$ cat src/rtl/mul_arbiter_pkg.sv
// Shared types and constants for the two-requester multiplier arbiter.
// State encodings double as the cur_state debug view.
package mul_arb_pkg;

  typedef enum logic [2:0] {
    S_IDLE  = 3'd0,
    S_CLEAR = 3'd1,
    S_RUN   = 3'd2,
    S_DONE  = 3'd3,
    S_ABORT = 3'd4
  } state_t;

  localparam int unsigned TIMEOUT_DEFAULT = 40;

  localparam logic [1:0] GNT_NONE = 2'b00;
  localparam logic [1:0] GNT_REQ0 = 2'b01;
  localparam logic [1:0] GNT_REQ1 = 2'b10;

endpackage

$ cat src/rtl/mul_arbiter_rr_arb2.sv
// Two-way round-robin picker; the pointer remembers the last granted requester
// and only moves when the caller commits the grant via load.
module rr_arb2
  import mul_arb_pkg::*;
(
  input  logic       clk,
  input  logic       rst,
  input  logic [1:0] req,
  input  logic       load,
  output logic [1:0] gnt_next,
  output logic       valid
);

  // last_q = 1 means requester 1 was granted last, so requester 0 wins a tie.
  logic last_q, last_d;

  always_comb begin
    gnt_next = GNT_NONE;
    case (req)
      2'b01:   gnt_next = GNT_REQ0;
      2'b10:   gnt_next = GNT_REQ1;
      2'b11:   gnt_next = last_q ? GNT_REQ0 : GNT_REQ1;
      default: gnt_next = GNT_NONE;
    endcase
    valid  = |req;
    last_d = last_q;
    if (load && valid) begin
      last_d = gnt_next[1];
    end
  end

  always_ff @(posedge clk or posedge rst) begin
    if (rst) begin
      last_q <= 1'b1;
    end else begin
      last_q <= last_d;
    end
  end

endmodule

$ cat src/rtl/mul_arbiter.sv
// Shares one shift-add multiplier between two requesters: round-robin pick,
// op_clear/op_start sequencing, result capture, and a timeout watchdog.
module mul_arbiter
  import mul_arb_pkg::*;
#(
  parameter int unsigned WIDTH   = 32,
  parameter int unsigned TIMEOUT = TIMEOUT_DEFAULT
) (
  input  logic               clk,
  input  logic               reset,
  input  logic [1:0]         req,
  input  logic [WIDTH-1:0]   a0,
  input  logic [WIDTH-1:0]   b0,
  input  logic [WIDTH-1:0]   a1,
  input  logic [WIDTH-1:0]   b1,
  output logic [1:0]         gnt,
  output logic [1:0]         ack,
  output logic               err,
  output logic [2*WIDTH-1:0] rsp_result,
  output logic               busy,
  output logic [2:0]         cur_state,
  output logic               m_op_start,
  output logic               m_op_clear,
  output logic [WIDTH-1:0]   m_multiplier,
  output logic [WIDTH-1:0]   m_multiplicand,
  input  logic               m_op_done,
  input  logic [2*WIDTH-1:0] m_result
);

  localparam int unsigned WDW = $clog2(TIMEOUT + 1);

  state_t             state_q, state_d;
  logic [1:0]         gnt_q, gnt_d;
  logic [WIDTH-1:0]   opa_q, opa_d, opb_q, opb_d;
  logic [2*WIDTH-1:0] res_q, res_d;
  logic [WDW-1:0]     wdog_q, wdog_d;
  logic [1:0]         arb_gnt;
  logic               arb_valid, arb_load;

  rr_arb2 u_arb (
    .clk      (clk),
    .rst      (reset),
    .req      (req),
    .load     (arb_load),
    .gnt_next (arb_gnt),
    .valid    (arb_valid)
  );

  always_comb begin
    state_d    = state_q;
    gnt_d      = gnt_q;
    opa_d      = opa_q;
    opb_d      = opb_q;
    res_d      = res_q;
    wdog_d     = wdog_q;
    arb_load   = 1'b0;
    ack        = GNT_NONE;
    err        = 1'b0;
    m_op_start = 1'b0;
    m_op_clear = 1'b0;
    case (state_q)
      S_IDLE: begin
        if (arb_valid) begin
          arb_load = 1'b1;
          gnt_d    = arb_gnt;
          opa_d    = arb_gnt[1] ? a1 : a0;
          opb_d    = arb_gnt[1] ? b1 : b0;
          state_d  = S_CLEAR;
        end
      end
      S_CLEAR: begin
        m_op_clear = 1'b1;
        wdog_d     = '0;
        state_d    = S_RUN;
      end
      S_RUN: begin
        m_op_start = 1'b1;
        wdog_d     = wdog_q + 1'b1;
        // op_done takes priority over a watchdog expiry in the same cycle.
        if (m_op_done) begin
          res_d   = m_result;
          state_d = S_DONE;
        end else if (wdog_q == WDW'(TIMEOUT - 1)) begin
          res_d   = '0;
          state_d = S_ABORT;
        end
      end
      S_DONE: begin
        ack        = gnt_q;
        m_op_clear = 1'b1;
        gnt_d      = GNT_NONE;
        state_d    = S_IDLE;
      end
      S_ABORT: begin
        ack        = gnt_q;
        err        = 1'b1;
        m_op_clear = 1'b1;
        gnt_d      = GNT_NONE;
        state_d    = S_IDLE;
      end
      default: begin
        gnt_d   = GNT_NONE;
        state_d = S_IDLE;
      end
    endcase
  end

  always_ff @(posedge clk or posedge reset) begin
    if (reset) begin
      state_q <= S_IDLE;
      gnt_q   <= GNT_NONE;
      opa_q   <= '0;
      opb_q   <= '0;
      res_q   <= '0;
      wdog_q  <= '0;
    end else begin
      state_q <= state_d;
      gnt_q   <= gnt_d;
      opa_q   <= opa_d;
      opb_q   <= opb_d;
      res_q   <= res_d;
      wdog_q  <= wdog_d;
    end
  end

  assign gnt            = gnt_q;
  assign busy           = (state_q != S_IDLE);
  assign cur_state      = state_q;
  assign rsp_result     = res_q;
  assign m_multiplier   = opa_q;
  assign m_multiplicand = opb_q;

endmodule

$ cat config.mk
export PLATFORM = sky130hd
export DESIGN_NAME = mul_arbiter
export DESIGN_NICKNAME = d
export VERILOG_FILES = /design/src/rtl/mul_arbiter_pkg.sv /design/src/rtl/mul_arbiter_rr_arb2.sv /design/src/rtl/mul_arbiter.sv
export SDC_FILE = /design/constraint.sdc
export NUM_CORES = 1
export LEC_CHECK = 0
export BUFFER_PORTS_ARGS = -buffer_cell sky130_fd_sc_hd__buf_2
export CAP_MARGIN = 20
export CORE_MARGIN = 10
export CORE_UTILIZATION = 46
export DETAILED_ROUTE_END_ITERATION = 6
export PLACE_DENSITY = 0.78
export SLEW_MARGIN = 15
export SYNTH_ARGS = -nofsm -noshare
export SYNTH_HDL_FRONTEND = slang
export SYNTH_HIERARCHICAL = 1
export SYNTH_SLANG_ARGS = --single-unit
$ cat constraint.sdc
create_clock -name clk -period 6.39 [get_ports clk]
set_clock_uncertainty 0.2 [all_clocks]
set_input_delay 1.278 -clock clk [delete_from_list [all_inputs] [get_ports clk]]
set_output_delay 1.278 -clock clk [all_outputs]
set_load 0.005 [all_outputs]
==> results.sh <==
export IMPL_status="complete, no violations"
export IMPL_synthToLayoutAreaGrowth_pct=35.9
export IMPL_pre_cts_ws_ns=3.01
export IMPL_end_kind="primary output"
export IMPL_drive_gt1_frac=0.409
export IMPL_diodes=0
export IMPL_yosys_area_share_simple=0.125
export IMPL_grt_pass1_vias=5788
export IMPL_yosys_most_used_dff="dfrtp_1"
export IMPL_synth_most_common_cell="dfrtp_1"
export IMPL_syn_cell_area_um2=6560
export IMPL_die_area_um2=19400
export IMPL_root_buffer="clkbuf_16"
export IMPL_relSlewSlack=0.316
export IMPL_fp_dieW_um=139
export IMPL_wl_per_cell_um=18.6
export IMPL_crit_required_ns=4.91
export IMPL_post_cts_setup_buffer_count=0
export IMPL_antenna_found_initial=0
export IMPL_clk_latency_ns=0.41
export IMPL_p_leak_uw=0.00422
export IMPL_cap_violations=0
export IMPL_hold_viol_final=0
export IMPL_crit_path_cell_trace="or3b_2, buf_4, inv_2, buf_2"
export IMPL_tns_ns=0
export IMPL_synth_cells=631
export IMPL_cts_repair_resized=0
export IMPL_rsz0062_at_grt="false"
export IMPL_regArea_um2=3500
export IMPL_netlist_area_leader_share=0.530
export IMPL_multiInputGateArea_um2=2820
export IMPL_synth_top_cells_by_count="139 x dfrtp_1, 68 x a21oi_1, 68 x mux2i_1"
export IMPL_setup_viol=0
export IMPL_globalRouteTotalUtil=0.207
export IMPL_cts_tree="yes"
export IMPL_initialDrtViolationCount=371
export IMPL_postSynthNetCount=829
export IMPL_numCtsBuffers=17
export IMPL_num_rows=43
export IMPL_htreeDepth=4
export IMPL_synth_seq_cells=140
export IMPL_fmax_mhz=274
export IMPL_die_h_um=139
export IMPL_via_per_inst=5.21
export IMPL_synth_xor_area_share=0
export IMPL_synthMuxAreaShare=0.104
export IMPL_postSynth_asyncResetShare=1.00
export IMPL_fin_util=0.640
export IMPL_hold_ws_ns=0.274
export IMPL_synth_top_family_by_area="compound AO/OA/AOI/OAI gates"
export IMPL_portBuffers=335
export IMPL_startpoint_type="flip-flop"
export IMPL_crit_type="reg -> out"
export IMPL_fin_nets=1139
export IMPL_synthAdderAreaFrac=0.00191
export IMPL_tightest_slew_ns=1.03
export IMPL_core_um2=13900
export IMPL_drc=0
export IMPL_yosys_area_top_type="dfrtp_1"
export IMPL_io_pins=336
export IMPL_num_vias=5909
export IMPL_hold_path_class="reg -> reg"
export IMPL_post_route_min_period_ns=3.65
export IMPL_crit_path_max_fanout=70
export IMPL_antenna_left=0
export IMPL_r2r_slack_ns=4.08
export IMPL_p_per_area_nw_per_um2=470
export IMPL_post_dp_hpwl_um=15700
export IMPL_grt_overflow_total=0
export IMPL_cts_sinks=140
export IMPL_clkTransAtPathRegs_ns=0.06
export IMPL_slew_violations=0
export IMPL_grt_pass1_wl_um=32500
export IMPL_clockBufferDepth=2
export IMPL_gp_congestion=0.844
export IMPL_yosys_top_cells_area="dfrtp_1 53%, mux2i_1 10%, a22oi_1 6.5%"
export IMPL_ys_types=41
export IMPL_syn_area_per_cell_um2=10.4
export IMPL_initial_core_util=0.471
export IMPL_layout_setup_ws_ns=2.74
export IMPL_synth_compound_area_frac=0.193
export IMPL_fin_crit_sh=0.571
export IMPL_cpPeakStageDelay_ns=0.53
export IMPL_crit_arrival_ns=2.17
export IMPL_ys_seq_area_frac=0.534
export IMPL_fillers=1164
export IMPL_grt_max_degree=131
export IMPL_ys_warn_count=6
export IMPL_synth_edf_count=0
export IMPL_wl_um=21100
export IMPL_drtPass1Iterations=5
export IMPL_cts_hold_buf=0
export IMPL_slowest_stage="dfrtp_1"
export IMPL_ir_worst_vdd_mv=0.309
-- cells in the final DEF, fill, tap and decap left out, types with 3 or more instances in the layout --
cell type and n:
buf_2 335, dfrtp_1 139, mux2i_1 68, a21oi_1 68
nor2_1 65, nand2b_1 64, o21ai_0 59, a22oi_1 57
clkbuf_16 17, a22oi_2 7, o21ai_1 7, buf_4 7
and2_1 4, inv_1 4, nand2_1 4, inv_6 3
clkinv_4 3, clkinvlp_4 3, bufinv_16 3
-- cells by family after synthesis --
kind of cell    after synthesis
simple gates                156
compound gates              208
buf+inv                      58
flops                       140
mux                          68
fa+ha+maj                     1
-- worst paths after layout --
path,startpoint,end,cells after the start
min in group asynchronous,reset,u_arb/last_q,2
max reg2reg,cur_state[0],wdog_q[2],5
min reg2reg,wdog_q[5],wdog_q[5],1
max in group asynchronous,reset,rsp_result[44],3
max,cur_state[0],m_op_start,4
min,wdog_q[5],wdog_q[5],1
-- metal layers --
layer | global-route usage | vias up | part of all wire
met5 | 0 | - | 0
met3 | 0.0745 | 19 | 0.090
met1 | 0.250 | 2768 | 0.40
li1 | - | 2865 | -
met4 | 0.0643 | 0 | 0.015
met2 | 0.338 | 257 | 0.50
-- registers in the layout, summed over array words and instances, names as in the netlist --
| signal | count |
|---|---|
| rsp_result | 64 |
| m_multiplicand | 32 |
| m_multiplier | 32 |
| wdog_q | 6 |
| cur_state | 3 |
| gnt | 2 |
| u_arb/last_q | 1 |
-- layout make-up --
| class | count | share of cell area |
|---|---|---|
| Clock inverter | 13 | 0.0187 |
| Timing Repair Buffer | 343 | 0.195 |
| Multi-Input combinational cell | 433 | 0.317 |
| Clock buffer | 19 | 0.0485 |
| Tap cell | 180 | 0.0252 |
| Sequential cell | 140 | 0.393 |
| Inverter | 6 | 0.00309 |
-- power by group --
part           total, uW  switching [uW]  internal [uW]
Combinational       1640             876            761
Clock                996             380            616
Sequential          1560             272           1290
Total               4200            1530           2670
-- worst max-delay path, delay by kind of cell, from the launching register on --
kind	cells	cell delay, ns
AND/OR/NAND/NOR	1	0.51
buffers and inverters	3	0.71
flip-flops	1	0.53
-- through the flow --
stage	instances	area, um2	total power [uW]
floorplan	631	6560	2510
global placement	1102	8320	3170
detailed placement	1102	8320	3230
CTS	1134	8920	4250
global route	1134	8920	4500
finish	1134	8920	4200
Power figures use the tool's default switching activity.
